## src/rtl/time_ctrl_pkg.sv

```systemverilog
// Shared types and field moduli for the time_set_ctrl timekeeping slice.
package time_ctrl_pkg;

    typedef enum logic [1:0] {
        RUN     = 2'b00,
        SET_HR  = 2'b01,
        SET_MIN = 2'b10,
        SET_SEC = 2'b11
    } state_t;

    localparam int SEC_MOD = 60;
    localparam int MIN_MOD = 60;

endpackage

```

## src/rtl/time_set_ctrl_wrap_counter.sv

```systemverilog
// Modulo-N up-counter with a carry that flags the wrapping increment.
module wrap_counter #(
    parameter int N = 60,
    parameter int W = 6
) (
    input  logic         clk,
    input  logic         rst,
    input  logic         inc,
    output logic [W-1:0] q,
    output logic         carry
);

    logic at_max;

    assign at_max = (q == W'(N - 1));
    assign carry  = inc & at_max;

    always_ff @(posedge clk or posedge rst) begin
        if (rst)
            q <= '0;
        else if (inc)
            q <= at_max ? '0 : q + W'(1);
    end

endmodule

```

## src/rtl/time_set_ctrl.sv

```systemverilog
// Seconds/minutes/hours controller: 1 Hz prescaler, carry chain and set-mode FSM.
// Define ALARM_EN to add the alarm compare ports and the alarm_hit pulse.
//
// state   | meaning
// RUN     | clock running, prescaler ticks sec, carries ripple to min/hour
// SET_HR  | prescaler held, inc_btn bumps hour only
// SET_MIN | prescaler held, inc_btn bumps min only
// SET_SEC | prescaler held, inc_btn bumps sec only
module time_set_ctrl
    import time_ctrl_pkg::*;
#(
    parameter int TICK_DIV = 50_000_000,
    parameter int HOUR_MOD = 24
) (
    input  logic       clk,
    input  logic       rst,
    input  logic       mode_btn,
    input  logic       inc_btn,
`ifdef ALARM_EN
    input  logic [4:0] alarm_hour,
    input  logic [5:0] alarm_min,
    output logic       alarm_hit,
`endif
    output logic [5:0] sec,
    output logic [5:0] min,
    output logic [4:0] hour,
    output logic       sec_tick,
    output logic [1:0] edit_sel
);

    localparam int PW = $clog2(TICK_DIV);
    localparam logic [PW-1:0] PRE_LAST = PW'(TICK_DIV - 1);
    localparam logic [PW-1:0] PRE_ARM  = PW'(TICK_DIV - 2);

    state_t        state;
    logic [PW-1:0] presc;
    logic          inc_ok;
    logic          sec_inc, min_inc, hour_inc;
    logic          sec_carry, min_carry, day_rollover;

    // mode_btn wins over a simultaneous inc_btn
    assign inc_ok   = inc_btn & ~mode_btn;
    assign edit_sel = state;

    always_ff @(posedge clk or posedge rst) begin
        if (rst) begin
            state    <= RUN;
            presc    <= '0;
            sec_tick <= 1'b0;
        end else begin
            presc    <= '0;
            sec_tick <= 1'b0;
            case (state)
                RUN: begin
                    if (mode_btn) begin
                        state <= SET_HR;
                    end else begin
                        presc    <= (presc == PRE_LAST) ? '0 : presc + PW'(1);
                        // register the tick so it is high while presc sits at its last count
                        sec_tick <= (presc == PRE_ARM);
                    end
                end
                SET_HR:  if (mode_btn) state <= SET_MIN;
                SET_MIN: if (mode_btn) state <= SET_SEC;
                SET_SEC: if (mode_btn) state <= RUN;
                default: state <= RUN;
            endcase
        end
    end

    always_comb begin
        sec_inc  = 1'b0;
        min_inc  = 1'b0;
        hour_inc = 1'b0;
        case (state)
            RUN: begin
                sec_inc  = sec_tick;
                min_inc  = sec_carry;
                hour_inc = min_carry;
            end
            SET_HR:  hour_inc = inc_ok;
            SET_MIN: min_inc  = inc_ok;
            SET_SEC: sec_inc  = inc_ok;
            default: ;
        endcase
    end

    wrap_counter #(.N(SEC_MOD), .W(6)) u_sec (
        .clk(clk), .rst(rst), .inc(sec_inc), .q(sec), .carry(sec_carry)
    );

    wrap_counter #(.N(MIN_MOD), .W(6)) u_min (
        .clk(clk), .rst(rst), .inc(min_inc), .q(min), .carry(min_carry)
    );

    wrap_counter #(.N(HOUR_MOD), .W(5)) u_hour (
        .clk(clk), .rst(rst), .inc(hour_inc), .q(hour), .carry(day_rollover)
    );

`ifdef ALARM_EN
    logic [5:0] min_after;
    logic [4:0] hour_after;

    // predict the post-tick fields so the pulse lines up with the displayed match
    assign min_after  = min_carry ? 6'd0 : min + 6'd1;
    assign hour_after = day_rollover ? 5'd0 : (min_carry ? hour + 5'd1 : hour);

    always_ff @(posedge clk or posedge rst) begin
        if (rst)
            alarm_hit <= 1'b0;
        else
            alarm_hit <= sec_tick & sec_carry &
                         (min_after == alarm_min) & (hour_after == alarm_hour);
    end
`else
    logic unused_day_rollover;
    assign unused_day_rollover = day_rollover;
`endif

endmodule
```

## config.mk

```make
export PLATFORM = sky130hd
export DESIGN_NAME = time_set_ctrl
export DESIGN_NICKNAME = d
export VERILOG_FILES = /design/src/rtl/time_ctrl_pkg.sv /design/src/rtl/time_set_ctrl_wrap_counter.sv /design/src/rtl/time_set_ctrl.sv
export SDC_FILE = /design/constraint.sdc
export NUM_CORES = 1
export LEC_CHECK = 0
export CORE_ASPECT_RATIO = 0.9
export CORE_MARGIN = 2
export CORE_UTILIZATION = 57
export DETAILED_ROUTE_END_ITERATION = 16
export MAX_ROUTING_LAYER = met4
export PLACE_DENSITY_LB_ADDON = 0.05
export SKIP_CTS_REPAIR_TIMING = 1
export SLEW_MARGIN = 20
export SYNTH_ARGS = -nofsm -noshare
export SYNTH_HDL_FRONTEND = slang
export SYNTH_SLANG_ARGS = --single-unit
```

## constraint.sdc

```tcl
create_clock -name clk -period 2.8 [get_ports clk]
set_input_delay 0.56 -clock clk [delete_from_list [all_inputs] [get_ports clk]]
set_output_delay 0.56 -clock clk [all_outputs]
set_load 0.02 [all_outputs]
```

==> impl_metrics.prom, run 1 <==
# TYPE chip_impl_metric gauge
chip_impl_info{name="tritoncts_clock_tree",value="built"} 1
chip_impl_metric{name="grt_antenna_before_repair",unit=""} 0
chip_impl_metric{name="die-area",unit="sq um"} 4839
chip_impl_metric{name="grt_first_pass_wirelength",unit="um"} 7686
chip_impl_metric{name="io_pins",unit=""} 24
chip_impl_metric{name="met1Wirelength",unit="um"} 2231
chip_impl_metric{name="synth_nets",unit=""} 261
chip_impl_info{name="critPathCaptureType",value="flop"} 1
chip_impl_metric{name="dp_worst_setup_slack",unit="ns"} 0.4162
chip_impl_info{name="result_of_the_run",value="complete, no violations"} 1
chip_impl_metric{name="postSynthRegisterBits",unit=""} 46
chip_impl_info{name="root_cell_of_the_clock_tree",value="sky130_fd_sc_hd__clkbuf_8"} 1
chip_impl_metric{name="synth_warnings",unit=""} 0
chip_impl_metric{name="leakage_component_of_the_power",unit="nW"} 1.190
chip_impl_metric{name="vdd_drop_max",unit="mV"} 0.4595
chip_impl_metric{name="drt-vias-per-instance",unit=""} 5.695
chip_impl_metric{name="cts_max_level",unit=""} 2
chip_impl_metric{name="met2WireLength",unit="um"} 1954
chip_impl_metric{name="power_density",unit="nW/um^2"} 687.5
chip_impl_metric{name="cts_buffers",unit=""} 5
chip_impl_metric{name="port_buffers",unit=""} 23
chip_impl_metric{name="maxCapViolCount",unit=""} 0
chip_impl_metric{name="synthCells",unit=""} 247
chip_impl_metric{name="synth.yosys.seq_area_share",unit="%"} 46.99
chip_impl_metric{name="slew-limit-headroom",unit="%"} 54.67
chip_impl_metric{name="detail_route.wirelength",unit="um"} 4374
chip_impl_metric{name="initial_core_util",unit="%"} 59.73
chip_impl_metric{name="cts.clk_slew.worst_paths",unit="ns"} 0.08
chip_impl_metric{name="setup.reg_to_reg.worst_slack",unit="ns"} 0.72
chip_impl_metric{name="synth-edff-count",unit=""} 0
chip_impl_metric{name="clock_insertion_delay_worst_skew",unit="ns"} 0.30
chip_impl_metric{name="clock-skew-final",unit="ns"} 0.007262
chip_impl_info{name="path_class",value="flop to flop"} 1
chip_impl_metric{name="maxClockFrequency",unit="MHz"} 480.5
chip_impl_metric{name="asyncSetResetFlopFracSynth",unit="%"} 100.0
chip_impl_metric{name="tritoncts_num_sinks",unit=""} 46
chip_impl_metric{name="final_layout_size_suffix_gt1_share",unit="%"} 8.664
chip_impl_info{name="timing.hold.worst.class",value="flop to flop"} 1
chip_impl_metric{name="via_count_of_the_first_global_routing_pass",unit=""} 1712
chip_impl_metric{name="avgSynthCellArea",unit="sq um"} 9.918
chip_impl_metric{name="final.min_clock_period",unit="ns"} 2.081
chip_impl_metric{name="finalMaxSlewViolations",unit=""} 0
chip_impl_info{name="cp-start-kind",value="flop"} 1
chip_impl_metric{name="place_inst",unit=""} 317
chip_impl_metric{name="detail_route.iter0.violations",unit=""} 69
chip_impl_metric{name="cts.path.max_buffers",unit=""} 2
chip_impl_metric{name="die-height",unit="um"} 66.20
chip_impl_metric{name="core_area",unit="sq um"} 4101
chip_impl_metric{name="final-hold-violation-count",unit=""} 0
chip_impl_metric{name="total_negative_setup_slacks",unit="ns"} 0
chip_impl_metric{name="timing.final.ws_setup",unit="ns"} 0.7190
chip_impl_metric{name="design_power_total",unit="mW"} 1.944
chip_impl_metric{name="route.antenna.remaining_nets",unit=""} 0
chip_impl_info{name="setup_repair_after_global_routing_missed_its_margin",value="false"} 1
chip_impl_metric{name="drt_pass1_iterations",unit=""} 4
chip_impl_metric{name="via_count",unit=""} 1851
chip_impl_metric{name="worst_slew_pin_slew",unit="ns"} 0.6743
chip_impl_metric{name="post_drt_wl_per_cell",unit="um"} 13.46
chip_impl_metric{name="share_of_the_core_filled_with_cells_in_the_final_layout",unit="%"} 68.94
chip_impl_info{name="routed.top_layer",value="met4"} 1
chip_impl_metric{name="nets",unit=""} 290
chip_impl_metric{name="instances_no_fill",unit=""} 325
chip_impl_metric{name="dp.final_hpwl",unit="um"} 3093
chip_impl_metric{name="synth.lib_cells_used.distinct",unit=""} 43
chip_impl_metric{name="crit_fanout",unit=""} 7
chip_impl_metric{name="synth_area",unit="sq um"} 2450
chip_impl_metric{name="antenna-diode-count",unit=""} 0
chip_impl_metric{name="cp_data_required_time",unit="ns"} 3.01
chip_impl_metric{name="area_growth_syn_to_layout",unit="%"} 15.42
chip_impl_metric{name="gp_routability_congestion",unit=""} 0.8423
chip_impl_metric{name="gr-total-overflow",unit=""} 0
chip_impl_metric{name="gr-usage-all-layers",unit="%"} 21.18
chip_impl_metric{name="routed_wl_met3",unit="um"} 110
chip_impl_metric{name="drcViolationCount",unit=""} 0
chip_impl_metric{name="die_x",unit="um"} 73.11
chip_impl_metric{name="post-route-period-util",unit="%"} 74.32
chip_impl_info{name="synth-main-ff-cell",value="sky130_fd_sc_hd__dfrtp_1"} 1
chip_impl_metric{name="finalSetupViolations",unit=""} 0
chip_impl_metric{name="maximum_number_of_pins_on_one_net_before_global_route_repair",unit=""} 47
chip_impl_metric{name="cp_data_arrival_time",unit="ns"} 2.29
chip_impl_metric{name="fp-row-count",unit=""} 22
[sequential cells by signal (all words and copies together) (netlist names)]
name,count
edit_sel,2
presc,26
sec_tick,1
u_hour.q,5
u_min.q,6
u_sec.q,6
[cell type report]
class,count,area (sq um)
repair buffers,27,260.3
multi-input cells,188,1235
flip-flops and latches,46,1151
clock buffers,7,86.33
fillers,304,1274
clock inverters,1,5.005
inverters,8,30.03
well taps,48,60.06
[layout by cell type (no fill, tap or decap), types with 3 or more instances in the layout]
cell                              instances
sky130_fd_sc_hd__ha_1                    10
sky130_fd_sc_hd__nand3b_1                 3
sky130_fd_sc_hd__and4_1                   3
sky130_fd_sc_hd__xor2_1                  14
sky130_fd_sc_hd__nand4_1                 11
sky130_fd_sc_hd__o21ai_0                 15
sky130_fd_sc_hd__nand3_1                 12
sky130_fd_sc_hd__clkdlybuf4s50_1         23
sky130_fd_sc_hd__nor3_1                   5
sky130_fd_sc_hd__mux2_2                   4
sky130_fd_sc_hd__and3_1                   5
sky130_fd_sc_hd__clkbuf_8                 6
sky130_fd_sc_hd__xnor2_1                  9
sky130_fd_sc_hd__nor4_1                   3
sky130_fd_sc_hd__or3_1                    3
sky130_fd_sc_hd__nand2b_1                 4
sky130_fd_sc_hd__buf_4                    4
sky130_fd_sc_hd__nand2_1                 24
sky130_fd_sc_hd__inv_1                    7
sky130_fd_sc_hd__dfrtp_1                 46
sky130_fd_sc_hd__nor2_1                  33
[synth_stat cells, types with 5 or more instances]
| cell | instances | area share (%) |
|---|---|---|
| sky130_fd_sc_hd__o21ai_0 | 15 | 3.1 |
| sky130_fd_sc_hd__xnor2_1 | 9 | 3.2 |
| sky130_fd_sc_hd__dfrtp_1 | 46 | 47 |
| sky130_fd_sc_hd__xor2_1 | 14 | 5.0 |
| sky130_fd_sc_hd__nor2_1 | 33 | 5.1 |
| sky130_fd_sc_hd__nor3_1 | 5 | 1.0 |
| sky130_fd_sc_hd__nand3_1 | 12 | 2.5 |
| sky130_fd_sc_hd__ha_1 | 10 | 5.1 |
| sky130_fd_sc_hd__and3_1 | 5 | 1.3 |
| sky130_fd_sc_hd__nand4_1 | 11 | 2.8 |
| sky130_fd_sc_hd__nand2_1 | 24 | 3.7 |
| sky130_fd_sc_hd__inv_1 | 8 | 1.2 |
[per-stage QoR]
step	cell area [sq um]	hold slack, ns
CTS	2828	0.5231
finish	2828	0.5209
global placement	2736	0.5003
floorplan	2450	0.4688
detailed placement	2736	0.5112
global route	2828	0.5647
[critical path: stages (launching register included)]
cell                      delay, ns
sky130_fd_sc_hd__dfrtp_1       0.43
sky130_fd_sc_hd__inv_1         0.12
sky130_fd_sc_hd__ha_1          0.24
sky130_fd_sc_hd__o21ai_0       0.14
sky130_fd_sc_hd__o41ai_1       0.33
sky130_fd_sc_hd__a31oi_1       0.09
sky130_fd_sc_hd__buf_4         0.17
sky130_fd_sc_hd__a311o_1       0.32
sky130_fd_sc_hd__o21ai_0       0.15
[cells by family after synthesis]
logic type                 share of synthesized area (%)
and+or+nand+nor                                    26.10
AOI/OAI and AO/OA                                  9.143
adders and majority gates                          5.107
muxes                                              1.838
DFF                                                46.99
buffers and inverters                              2.605
xor gates and xnor gates                           8.223
[routing by layer]
layer / up-vias / global-route usage (%)
met5: - / -
met4: 0 / 9.259
met3: 6 / 4.268
met2: 24 / 30.29
met1: 888 / 29.20
li1: 933 / -
[power by group]
group,internal [mW],switching (mW)
Sequential,0.751,0.124
Clock,0.199,0.213
Combinational,0.302,0.355
Total,1.25,0.692
[final timing paths]
path / from / end / cells past startpoint
max in group asynchronous: rst / edit_sel[0] / 3
max reg2reg: edit_sel[0] / u_hour.q[3] / 8
min: presc[0] / presc[0] / 1
min in group asynchronous: rst / presc[20] / 3
max: edit_sel[0] / u_hour.q[3] / 8
min reg2reg: presc[0] / presc[0] / 1
(Power assumes the default switching activity.)
==> run 2, diff against run 1 <==
--- a/config.mk
+++ b/config.mk
@@ -7,7 +7,7 @@
 export LEC_CHECK = 0
 export CORE_ASPECT_RATIO = 0.9
 export CORE_MARGIN = 2
-export CORE_UTILIZATION = 57
+export CORE_UTILIZATION = 51
 export DETAILED_ROUTE_END_ITERATION = 16
 export MAX_ROUTING_LAYER = met4
 export PLACE_DENSITY_LB_ADDON = 0.05
==> constraint.sdc (replaced) <==
create_clock -name clk -period 1.8 [get_ports clk]
set_input_delay 0.36 -clock clk [delete_from_list [all_inputs] [get_ports clk]]
set_output_delay 0.36 -clock clk [all_outputs]
set_load 0.02 [all_outputs]
==> run 2 against run 1 <==
  * The run now ends with setup timing left
  * Critical path depth fell by 1
  * Clock power up 58%
  * Combinational power grew to 2.5 times the previous value
  * Clock skew down 0.0029 ns
  * Cell count up 16%
  * First-iteration DRC count increased by 54%
  * Register-to-register slack worse by 0.82 ns
  * Sequential power increased by 52%
  * Flip-flop and latch count did not move
  * Worst setup slack got worse by 0.82 ns
  * Critical endpoint is now u_hour.q[4]
==> impl_metrics.prom, run 2 (same netlist as run 1, synthesis figures left out) <==
# TYPE chip_impl_metric gauge
chip_impl_metric{name="gp_routability_congestion",unit=""} 0.8417
chip_impl_info{name="reg2reg_to",value="u_hour.q[4]"} 1
chip_impl_info{name="path_class",value="flop to flop"} 1
chip_impl_metric{name="cp_data_arrival_time",unit="ns"} 2.14
chip_impl_info{name="result_of_the_run",value="finished with violations"} 1
chip_impl_metric{name="final-hold-violation-count",unit=""} 0
chip_impl_info{name="top_register",value="presc"} 1
chip_impl_info{name="crit_end",value="u_hour.q[4]"} 1
chip_impl_metric{name="final_layout_size_suffix_gt1_share",unit="%"} 30.38
chip_impl_metric{name="maximum_number_of_pins_on_one_net_before_global_route_repair",unit=""} 47
chip_impl_info{name="violations",value="setup timing"} 1
chip_impl_metric{name="dp.final_hpwl",unit="um"} 3656
chip_impl_metric{name="cts_max_level",unit=""} 2
chip_impl_metric{name="timing.final.ws_setup",unit="ns"} -0.1009
chip_impl_metric{name="vdd_drop_max",unit="mV"} 0.9358
chip_impl_metric{name="final.min_clock_period",unit="ns"} 1.901
chip_impl_metric{name="detail_route.wirelength",unit="um"} 5353
chip_impl_metric{name="grt_first_pass_wirelength",unit="um"} 8673
chip_impl_info{name="mostFrequentLayoutCell",value="sky130_fd_sc_hd__dfrtp_1"} 1
chip_impl_metric{name="stdcell_area",unit="sq um"} 3372
chip_impl_metric{name="via_count",unit=""} 2032
chip_impl_info{name="critPathCaptureType",value="flop"} 1
chip_impl_metric{name="worst_slew_pin_slew",unit="ns"} 0.3069
chip_impl_info{name="mostFrequentLayoutCells",value="sky130_fd_sc_hd__dfrtp_1, sky130_fd_sc_hd__buf_4, sky130_fd_sc_hd__nor2_1"} 1
chip_impl_metric{name="slew-limit-headroom",unit="%"} 79.38
chip_impl_info{name="timing.hold.worst.class",value="primary input to asynchronous set/reset pin"} 1
chip_impl_metric{name="cp_data_required_time",unit="ns"} 2.04
chip_impl_metric{name="cts.path.max_buffers",unit=""} 2
chip_impl_metric{name="fp-row-count",unit=""} 23
chip_impl_metric{name="route.antenna.remaining_nets",unit=""} 0
chip_impl_metric{name="clock-skew-final",unit="ns"} 0.004361
chip_impl_metric{name="post_drt_wl_per_cell",unit="um"} 14.16
chip_impl_info{name="setup.worst_path.start",value="edit_sel[1]"} 1
chip_impl_metric{name="antenna-diode-count",unit=""} 0
chip_impl_metric{name="area_growth_syn_to_layout",unit="%"} 37.64
chip_impl_metric{name="fillCellCount",unit=""} 345
chip_impl_metric{name="power_density",unit="nW/um^2"} 1080
chip_impl_metric{name="drcViolationCount",unit=""} 0
chip_impl_metric{name="cts_buffers",unit=""} 5
chip_impl_metric{name="drt_pass1_iterations",unit=""} 4
chip_impl_metric{name="maxCapViolCount",unit=""} 0
chip_impl_info{name="tritoncts_clock_tree",value="built"} 1
chip_impl_metric{name="largest_register_ffs",unit=""} 26
chip_impl_metric{name="detail_route.iter0.violations",unit=""} 106
chip_impl_metric{name="drt-vias-per-instance",unit=""} 5.376
chip_impl_metric{name="finalSetupViolations",unit=""} 25
chip_impl_metric{name="tritoncts_num_sinks",unit=""} 46
chip_impl_metric{name="gr-usage-all-layers",unit="%"} 20.64
chip_impl_metric{name="placedInstanceArea",unit="sq um"} 3113
chip_impl_metric{name="dp_worst_setup_slack",unit="ns"} -0.3138
chip_impl_metric{name="port_buffers",unit=""} 23
chip_impl_metric{name="leakage_component_of_the_power",unit="nW"} 1.515
chip_impl_metric{name="via_count_of_the_first_global_routing_pass",unit=""} 1824
chip_impl_metric{name="cts.clk_slew.worst_paths",unit="ns"} 0.08
chip_impl_info{name="setup_repair_after_global_routing_missed_its_margin",value="true"} 1
chip_impl_metric{name="io_pins",unit=""} 24
chip_impl_metric{name="design_power_total",unit="mW"} 3.640
chip_impl_info{name="cp-start-kind",value="flop"} 1
chip_impl_metric{name="setup.reg_to_reg.worst_slack",unit="ns"} -0.10
chip_impl_metric{name="timing.reg2reg.worst_path_depth",unit=""} 7
chip_impl_metric{name="grt_antenna_before_repair",unit=""} 0
chip_impl_metric{name="initial_core_util",unit="%"} 53.88
chip_impl_info{name="root_cell_of_the_clock_tree",value="sky130_fd_sc_hd__clkbuf_8"} 1
chip_impl_metric{name="core_area",unit="sq um"} 4547
chip_impl_info{name="r2r-start",value="edit_sel[1]"} 1
chip_impl_metric{name="clock_insertion_delay_worst_skew",unit="ns"} 0.30
chip_impl_metric{name="die_x",unit="um"} 77.06
chip_impl_metric{name="finalMaxSlewViolations",unit=""} 0
chip_impl_metric{name="crit_fanout",unit=""} 5
chip_impl_metric{name="post-route-period-util",unit="%"} 105.6
chip_impl_metric{name="die-height",unit="um"} 69.75
chip_impl_metric{name="die-area",unit="sq um"} 5375
chip_impl_metric{name="maxClockFrequency",unit="MHz"} 526.1
chip_impl_metric{name="nets",unit=""} 329
chip_impl_metric{name="gr-total-overflow",unit=""} 0
chip_impl_info{name="registers_with_the_most_flip_flops",value="presc: 26 flops, u_min.q: 6 flops, u_sec.q: 6 flops"} 1
## run 2: changes by cell type in the layout (fill, tap and decap cells not counted), moves of 6 or more
cell	previous run	this run
sky130_fd_sc_hd__o21ai_0	15	7
sky130_fd_sc_hd__ha_1	10	3
sky130_fd_sc_hd__clkdlybuf4s50_1	23	17
sky130_fd_sc_hd__buf_4	4	39
sky130_fd_sc_hd__dfrtp_2	0	6
sky130_fd_sc_hd__dfrtp_1	46	40
sky130_fd_sc_hd__dlymetal6s2s_1	0	6
## run 2: where the power goes
group          internal [mW]  switching (mW)
Clock                  0.310           0.341
Combinational          0.831           0.824
Sequential              1.18           0.152
Total                   2.32            1.32
## run 2: worst min-delay path by stage
| stage | startpoint | end | slack (ns) | depth (start not counted) |
|---|---|---|---|---|
| after CTS | rst | u_min.q[1] | 0.42 | 3 |
| after global routing | rst | u_min.q[3] | 0.46 | 3 |
| after floorplan | mode_btn | presc[24] | 0.42 | 1 |
| final | rst | u_min.q[3] | 0.41 | 3 |
| after global placement | presc[0] | presc[0] | 0.49 | 1 |
| after detailed placement | presc[0] | presc[0] | 0.50 | 1 |
## run 2: critical path, stage by stage (launching register included)
cell	delay, ns
sky130_fd_sc_hd__dfrtp_2	0.45
sky130_fd_sc_hd__inv_4	0.10
sky130_fd_sc_hd__ha_2	0.21
sky130_fd_sc_hd__o21ai_2	0.09
sky130_fd_sc_hd__o41ai_4	0.34
sky130_fd_sc_hd__a31oi_4	0.07
sky130_fd_sc_hd__or4b_1	0.51
sky130_fd_sc_hd__nand2_1	0.07
## run 2: final cells by class
cell class	instances	area, sq um	area share, %
inverters	8	35.03	1.039
well taps	62	77.57	2.301
multi-input cells	188	1409	41.78
flip-flops and latches	46	1159	34.36
clock inverters	1	5.005	0.1484
clock buffers	7	86.33	2.560
repair buffers	66	600.6	17.81
## run 2: metrics by stage
step	hold WS, ns	TNS, ns	std cells	util (%)
4_1_cts	0.4248	-2.411	374	70.47
3_3_place_gp	0.4946	-3.126	366	68.46
3_5_place_dp	0.5010	-3.985	366	68.46
5_1_grt	0.4618	-3.406	378	74.16
2_1_floorplan	0.4249	-0.05036	247	-
6_report	0.4058	-1.022	378	74.16
## run 2: routing by layer
metal | GRT usage, % | wire length (um)
met5 | - | 0
met4 | 6.548 | 72
met3 | 3.776 | 147
met2 | 30.60 | 2534
met1 | 28.88 | 2599
